**src/rtl/adder_share_arbiter.sv**
```systemverilog
// Round-robin arbiter sharing one 4b+4b->5b adder among N_REQ requesters.
// Optional saturating overflow counter on port ovf_count when ADDARB_OVF_CNT_EN is defined.
module adder_share_arbiter #(
  parameter int N_REQ = 4,
  parameter int ID_W  = (N_REQ > 1) ? $clog2(N_REQ) : 1
) (
  input  logic               clk,
  input  logic               rst,
  input  logic [N_REQ-1:0]   req_valid,
  output logic [N_REQ-1:0]   req_ready,
  input  logic [4*N_REQ-1:0] req_a,
  input  logic [4*N_REQ-1:0] req_b,
  output logic               rsp_valid,
  input  logic               rsp_ready,
  output logic [4:0]         rsp_sum,
  output logic [ID_W-1:0]    rsp_id,
  output logic               busy
`ifdef ADDARB_OVF_CNT_EN
  ,
  output logic [15:0]        ovf_count
`endif
);

  // state  | meaning
  // S_IDLE | searching for a requester, grant issued combinationally
  // S_EXEC | latched operands drive the adder for one cycle
  // S_RESP | response held until rsp_ready
  typedef enum logic [1:0] {S_IDLE, S_EXEC, S_RESP} state_t;

  state_t          state_q, state_d;
  logic [ID_W-1:0] rr_ptr_q, rr_ptr_d;
  logic [ID_W-1:0] gnt_id_q, gnt_id_d;
  logic [3:0]      a_q, a_d;
  logic [3:0]      b_q, b_d;
  logic            rsp_valid_q, rsp_valid_d;
  logic [4:0]      rsp_sum_q, rsp_sum_d;
  logic [ID_W-1:0] rsp_id_q, rsp_id_d;
  logic [4:0]      sum_next;
  logic            gnt_found;
  int              gnt_int;
  logic            handshake;

  // Search from rr_ptr upward, wrapping modulo N_REQ.
  always_comb begin
    gnt_found = 1'b0;
    gnt_int   = 0;
    for (int k = 0; k < N_REQ; k++) begin
      if (!gnt_found && req_valid[(int'(rr_ptr_q) + k) % N_REQ]) begin
        gnt_found = 1'b1;
        gnt_int   = (int'(rr_ptr_q) + k) % N_REQ;
      end
    end
  end

  // Reset forces req_ready low even though it is combinational.
  always_comb begin
    req_ready = '0;
    if (!rst && state_q == S_IDLE && gnt_found) begin
      req_ready[gnt_int] = 1'b1;
    end
  end

  assign handshake = |(req_valid & req_ready);
  assign sum_next  = {1'b0, a_q} + {1'b0, b_q};

  always_comb begin
    state_d     = state_q;
    rr_ptr_d    = rr_ptr_q;
    gnt_id_d    = gnt_id_q;
    a_d         = a_q;
    b_d         = b_q;
    rsp_valid_d = rsp_valid_q;
    rsp_sum_d   = rsp_sum_q;
    rsp_id_d    = rsp_id_q;
    case (state_q)
      S_IDLE: begin
        if (handshake) begin
          a_d      = req_a[4*gnt_int +: 4];
          b_d      = req_b[4*gnt_int +: 4];
          gnt_id_d = ID_W'(gnt_int);
          rr_ptr_d = ID_W'((gnt_int + 1) % N_REQ);
          state_d  = S_EXEC;
        end
      end
      S_EXEC: begin
        rsp_sum_d   = sum_next;
        rsp_id_d    = gnt_id_q;
        rsp_valid_d = 1'b1;
        state_d     = S_RESP;
      end
      S_RESP: begin
        if (rsp_ready) begin
          rsp_valid_d = 1'b0;
          state_d     = S_IDLE;
        end
      end
      default: state_d = S_IDLE;
    endcase
  end

  always_ff @(posedge clk or posedge rst) begin
    if (rst) begin
      state_q     <= S_IDLE;
      rr_ptr_q    <= '0;
      gnt_id_q    <= '0;
      a_q         <= '0;
      b_q         <= '0;
      rsp_valid_q <= 1'b0;
      rsp_sum_q   <= '0;
      rsp_id_q    <= '0;
    end else begin
      state_q     <= state_d;
      rr_ptr_q    <= rr_ptr_d;
      gnt_id_q    <= gnt_id_d;
      a_q         <= a_d;
      b_q         <= b_d;
      rsp_valid_q <= rsp_valid_d;
      rsp_sum_q   <= rsp_sum_d;
      rsp_id_q    <= rsp_id_d;
    end
  end

  assign rsp_valid = rsp_valid_q;
  assign rsp_sum   = rsp_sum_q;
  assign rsp_id    = rsp_id_q;
  assign busy      = (state_q == S_EXEC) || (state_q == S_RESP);

`ifdef ADDARB_OVF_CNT_EN
  logic [15:0] ovf_q, ovf_d;

  always_comb begin
    ovf_d = ovf_q;
    if (state_q == S_EXEC && sum_next[4] && ovf_q != 16'hFFFF) begin
      ovf_d = ovf_q + 16'd1;
    end
  end

  always_ff @(posedge clk or posedge rst) begin
    if (rst) begin
      ovf_q <= '0;
    end else begin
      ovf_q <= ovf_d;
    end
  end

  assign ovf_count = ovf_q;
`endif

endmodule

```
**config.mk**
```make
export PLATFORM = sky130hd
export DESIGN_NAME = adder_share_arbiter
export DESIGN_NICKNAME = d
export VERILOG_FILES = /design/src/rtl/adder_share_arbiter.sv
export SDC_FILE = /design/constraint.sdc
export NUM_CORES = 1
export LEC_CHECK = 0
export ABC_AREA = 1
export BUFFER_PORTS_ARGS = -buffer_cell sky130_fd_sc_hd__buf_4
export CAP_MARGIN = 20
export CORE_UTILIZATION = 55
export CTS_CLUSTER_DIAMETER = 150
export DETAILED_ROUTE_END_ITERATION = 8
export PLACE_DENSITY_LB_ADDON = 0.2
export SETUP_SLACK_MARGIN = 0.4
export SYNTH_ARGS = -nofsm -noshare
export SYNTH_HDL_FRONTEND = slang
export SYNTH_SLANG_ARGS = --single-unit
```
**constraint.sdc**
```tcl
create_clock -name clk -period 3.1 [get_ports clk]
set_input_delay 0.31 -clock clk [delete_from_list [all_inputs] [get_ports clk]]
set_output_delay 0.31 -clock clk [all_outputs]
set_load 0.005 [all_outputs]
```
# ---- Yosys cells after proc, flatten, opt, wreduce, memory -nomap -nowiden
# Cells that the tools add are included.
dict set report totals {
  regBits 22
  inputBits 39
  out_inout_bits 13
  wordCells 76
}
dict set report op_classes {
  addsub 5
  magnitude_cmp 6
  eq_ne 4
  shift 2
  muxes 27
  bitwise 4
  reduce_logical 20
}
# cell n
set ops {}
lappend ops {{2-to-1 mux 32 bit} 3}
lappend ops {{variable part select 16 x 32 -> 4 bit} 2}
lappend ops {{greater-or-equal comparator 32 x 1 -> 1 bit, second input constant} 1}
lappend ops {{less-than comparator 32 x 4 -> 1 bit, second input constant} 1}
lappend ops {{2-to-1 mux 1 bit} 13}
lappend ops {{less-than comparator 3 x 4 -> 1 bit, second input constant} 3}
lappend ops {{binary-select mux 1 bit (select 2 bit)} 4}
lappend ops {{adder 2 bit, second input constant} 3}
lappend ops {{logical AND 1 bit} 6}
lappend ops {{2-to-1 mux 2 bit} 3}
lappend ops {{case mux 2 bit (3 select lines)} 1}
lappend ops {{AND reduction 2 bit} 3}
lappend ops {{OR reduction 2 bit} 3}
lappend ops {{adder 4 x 4 -> 5 bit} 1}
lappend ops {{AND 4 bit} 1}
lappend ops {{zero test 1 bit} 4}
lappend ops {{2-to-1 mux 4 bit} 1}
lappend ops {{inequality test 2 bit, second input constant} 2}
lappend ops {{OR reduction 4 bit} 1}
lappend ops {{AND 1 bit, first input constant} 3}
lappend ops {{less-than comparator 2 x 3 -> 1 bit, second input constant} 1}
lappend ops {{adder 2 x 1 -> 2 bit, second input constant} 1}
lappend ops {{demux 1 bit (select 2 bit)} 1}
lappend ops {{== test 2 x 1 -> 1 bit, second input constant} 1}
lappend ops {{other kinds (5)} 5}

# ---- Logic depth before layout (Yosys ltp)
dict set report depth {
  depth_word 23
  ltp_mapped 17
  ltp_nobuf 15
}

# ---- Least setup slack after synthesis
# Ideal clock, no wire load.
dict set report synth_timing {
  path_type {reg-to-output}
  startpoint {reg rr_ptr_q[0]}
  endpoint {out req_ready[3]}
  arrival_time_ns 1.517
  t_required_ns 2.790
  setup_slack_ns 1.273
  stages_incl_launch_ff 14
  path_buffers 2
  path_cell_list {dfrtp_1 > buf_6 > inv_4 > nand2_1 > nand3_1 > nand2_2 > inv_1 > nand2_1 > nand2_2 > nand3_2 > buf_6 > inv_1 > nand2_1 > nor2_1}
}
dict set report synth_between {
  elab_chain_len 17
  elab_cells_between_ends 41
  classes_between {3 x add/sub; 2 x order compare; 22 x mux; 3 x bitwise; 11 x reduce/logical}
}
# item line
set synth_lines {}
lappend synth_lines {{start: declaration} 31} ;# logic [ID_W-1:0] rr_ptr_q, rr_ptr_d;
lappend synth_lines {{start signal: assignment} 113} ;# rr_ptr_q <= rr_ptr_d;
lappend synth_lines {{adder 2 x 1 -> 2 bit / binary-select mux 1 bit (select 2 bit) (equally long branches)} {48, 50}}
lappend synth_lines {{binary-select mux 1 bit (select 2 bit) / 2-to-1 mux 1 bit (equally long branches)} 48} ;# if (!gnt_found && req_valid[(int'(rr_ptr_q) + k) % N_REQ]) begin
lappend synth_lines {{2-to-1 mux 1 bit (not written as such)} 48}
lappend synth_lines {{2-to-1 mux 1 bit (not written as such) / zero test 1 bit (equally long branches)} 48}
lappend synth_lines {{logical AND 1 bit} 48}
lappend synth_lines {{2-to-1 mux 1 bit} 48}
lappend synth_lines {{zero test 1 bit} 48}
lappend synth_lines {{logical AND 1 bit} 48}
lappend synth_lines {{2-to-1 mux 1 bit} 48}
lappend synth_lines {{zero test 1 bit} 48}
lappend synth_lines {{logical AND 1 bit} 48}
lappend synth_lines {{2-to-1 mux 32 bit} 48}
lappend synth_lines {{greater-or-equal comparator 32 x 1 -> 1 bit (not written as such) / less-than comparator 32 x 4 -> 1 bit (equally long branches)} 59} ;# req_ready[gnt_int] = 1'b1;
lappend synth_lines {{logical AND 1 bit (not written as such)} 59}
lappend synth_lines {{2-to-1 mux 1 bit (not written as such)} 59}
lappend synth_lines {{demux 1 bit (select 2 bit)} 59}
lappend synth_lines {{2-to-1 mux 4 bit (*)} 58} ;# if (!rst && state_q == S_IDLE && gnt_found) begin
lappend synth_lines {{end: declaration} 10} ;# output logic [N_REQ-1:0] req_ready,
# Mark *: on every way between the ends. The rest lies on a longest branch, timed or not. The select of a mux whose other input is x is not followed.

# ---- Final worst setup path
# Same ends and word-level chain as after synthesis.

==> flow_metrics.env <==
export IMPL_timing_hold_worst_class="in2async"
export IMPL_outcome="complete, but fails checks"
export IMPL_layout_drive_gt1_share_pct=24.10
export IMPL_synth_cell_area_um2=1687
export IMPL_cp_max_fo=12
export IMPL_failed_checks="DRC"
export IMPL_antenna_found_initial=0
export IMPL_regToRegStartpoint="rr_ptr_q[0]"
export IMPL_die_height_um=57.38
export IMPL_finalClockSkew_ns=0.01430
export IMPL_total_core_area_um2=2829
export IMPL_core_rowCount=19
export IMPL_design_power_total_w=0.002445
export IMPL_hold_buffers=0
export IMPL_drt_pass1_iter_count=6
export IMPL_whs_ns=0.03552
export IMPL_setup_viol=0
export IMPL_finalWeightedCongestion=0.9333
export IMPL_power_switching_fraction_pct=53.66
export IMPL_worstPathRequired_ns=2.79
export IMPL_drv_max_cap_violation_count=0
export IMPL_timing_reg2reg_worst_path_depth=15
export IMPL_detail_route_drc_violations=3
export IMPL_worstSkewPairLatency_ns=0.30
export IMPL_route_vias_total=1799
export IMPL_synth_nets=303
export IMPL_grt_max_degree=24
export IMPL_hold_violations=0
export IMPL_synth_lib_cells_used_distinct=27
export IMPL_worstSetupStartpointType="register"
export IMPL_synth_ff_latch_count=22
export IMPL_start_util_pct=59.62
export IMPL_worstSetupEndpointType="primary output"
export IMPL_setup_ws_ns=0.4951
export IMPL_final_common_cell="nand2_1"
export IMPL_maxSlewHeadroom_pct=71.83
export IMPL_maxClockFrequency_ghz=0.3839
export IMPL_dieArea_um2=3292
export IMPL_drt_iter0_drc=96
export IMPL_area_growth_synth_to_final_pct=26.78
export IMPL_clock_tree_htree_level_count=1
export IMPL_cts_tree="built"
export IMPL_timing_worst_slew_pin_value_ns=0.4181
export IMPL_placement_setup_worst_slack_ns=0.5729
export IMPL_final_nets=357
export IMPL_combPwrFrac_pct=73.6
export IMPL_synthDominantCellAreaShare_pct=32.64
export IMPL_postRouteWirelength_um=4074
export IMPL_cts_path_max_buffers=2
export IMPL_insertedDiodeCount=0
export IMPL_setup_worst_path_class="reg2out"
export IMPL_cts_root_buf="clkbuf_4"
export IMPL_global_route_usage_total_pct=24.42
export IMPL_portion_of_total_power_attributed_to_the_clock_network_pct=5.1
export IMPL_switching_power_w=0.001312
export IMPL_final_max_slew_violation_count=0
export IMPL_first_pass_grt_wire_length_um=6375
export IMPL_cts_sinks=22
export IMPL_syn_avg_cell_area_um2=6.614
export IMPL_finalSetupTns_ns=0
export IMPL_synth_largest_area_cell="dfrtp_1"
export IMPL_placement_io_buffers=51
export IMPL_cts_clk_slew_worst_paths_ns=0.12
export IMPL_syn_instance_count=255
export IMPL_worst_case_vdd_ir_drop_v=0.0006746
export IMPL_final_antenna_net_count=0
export IMPL_power_internal_w=0.001133
export IMPL_grt_setup_unrepaired="yes"
export IMPL_die_width_um=57.38
export IMPL_layout_worst_path_cycle_share_pct=84.03
export IMPL_overflow=0
export IMPL_vias_per_std_cell=5.322
export IMPL_wire_per_inst_um=12.05
export IMPL_seqPwrFrac_pct=21.2
export IMPL_p_per_cell_area_nw_per_um2=1144
export IMPL_num_io_pins=52
export IMPL_synth_top_cells_by_area="dfrtp_1, nand2_1, ha_1"
export IMPL_worstReg2RegEnd="b_q[3]"
export IMPL_final_min_clock_period_ns=2.605
export IMPL_cp_data_arrival_time_ns=2.29
export IMPL_synth_seq_area_share_pct=32.64
export IMPL_yosys_warnings=0
export IMPL_first_global_vias=1555
export IMPL_worst_r2r_setup_slack_ns=0.95
export IMPL_hpwlAfterDp_um=2975
export IMPL_cts_buffers_inserted=3
export IMPL_layout_common_cells="nand2_1, buf_4, dfrtp_1"
export IMPL_p_leak_nw=1.245
==> worst max-delay path by stage <==
stage | end | slack (ns) | depth (start not counted) | start
after floorplan | req_ready[3] | 1.27 | 13 | rr_ptr_q[0]
after global placement | req_ready[3] | 0.67 | 12 | rr_ptr_q[0]
after detailed placement | req_ready[3] | 0.57 | 12 | rr_ptr_q[0]
after CTS | req_ready[3] | 0.42 | 14 | rr_ptr_q[0]
after global routing | req_ready[3] | 0.35 | 14 | rr_ptr_q[0]
final | req_ready[3] | 0.50 | 14 | rr_ptr_q[0]
==> stage by stage <==
| stage | util (%) | instance area [um2] | cells |
|---|---|---|---|
| after floorplan | - | 1687 | 255 |
| after global placement | 72.62 | 2054 | 330 |
| after detailed placement | 72.62 | 2054 | 330 |
| after CTS | 73.86 | 2090 | 333 |
| after global routing | 75.59 | 2138 | 338 |
| final | 75.59 | 2138 | 338 |
==> cell type report <==
class / count / area [um2]
Inverter: 21 / 83.83
Timing Repair Buffer: 58 / 432.9
Multi-Input combinational cell: 203 / 1008
Fill cell: 240 / 690.7
Tap cell: 31 / 38.79
Clock buffer: 3 / 22.52
Sequential cell: 22 / 551.8
==> flip-flops by register name, summed over array words and instances, names as in the netlist <==
signal,cells
rr_ptr_q,2
rsp_id,2
gnt_id_q,2
rsp_sum,5
b_q,4
state_q,2
rsp_valid,1
a_q,4
==> power groups by stage <==
stage	Combinational (W)	Sequential, W	Clock (W)
after floorplan	0.00135	0.000499	0
after global placement	0.00160	0.000520	0
after detailed placement	0.00164	0.000530	0
after CTS	0.00168	0.000523	0.000129
after global routing	0.00204	0.000531	0.000137
final	0.00180	0.000519	0.000126
==> critical path, cell delays in order (launching register included) <==
cell	delay [ns]
dfrtp_2	0.48
clkbuf_2	0.17
nand2_1	0.08
nand2_1	0.10
nand2_1	0.10
nand2_1	0.09
nor2_4	0.14
nand3_1	0.11
nand2_1	0.07
nor2_1	0.04
buf_4	0.18
inv_4	0.12
nand2_1	0.10
nor2_1	0.10
buf_4	0.12
==> Yosys cell counts <==
cell type  count
xor2_1         1
nand4_1       16
buf_6          4
nand3_2        3
a21oi_1        3
clkbuf_1       1
a31oi_1        1
nor3_1         2
inv_1         18
o2bb2ai_1      1
buf_2          4
o21a_1         1
o21ai_1        2
ha_1           8
a22o_1         1
nand3_4        1
buf_4          1
fa_1           1
o21ai_0        7
inv_2          2
nand2_2        3
inv_4          1
dfrtp_1       22
nand3_1        6
nor2_1        11
nor2_4         1
nand2_1      133
==> metal layers <==
layer | track usage [%] | up-vias | wire, um
met2 | 42.52 | 82 | 1926
met1 | 31.55 | 791 | 1846
met4 | 6.620 | 0 | 31
met3 | 3.628 | 4 | 269
li1 | - | 922 | -
met5 | 0 | - | 0
==> repair_timing <==
item	CTS	global route
resized for setup	2	3
setup endpoints to repair	4	4
gates cloned	0	1
buffers inserted	0	4
pin swaps	1	0
==> kinds of logic (layout without fill, tap and decap cells) <==
logic type | after synthesis | after routing | share of synthesized area, %
and+or+nand+nor | 176 | 177 | 44.96
buffers and inverters | 31 | 82 | 9.347
xor gates and xnor gates | 1 | 1 | 0.5194
DFF | 22 | 22 | 32.64
AOI/OAI and AO/OA | 16 | 16 | 5.416
adders and majority gates | 9 | 9 | 7.122
(Power assumes the default switching activity.)
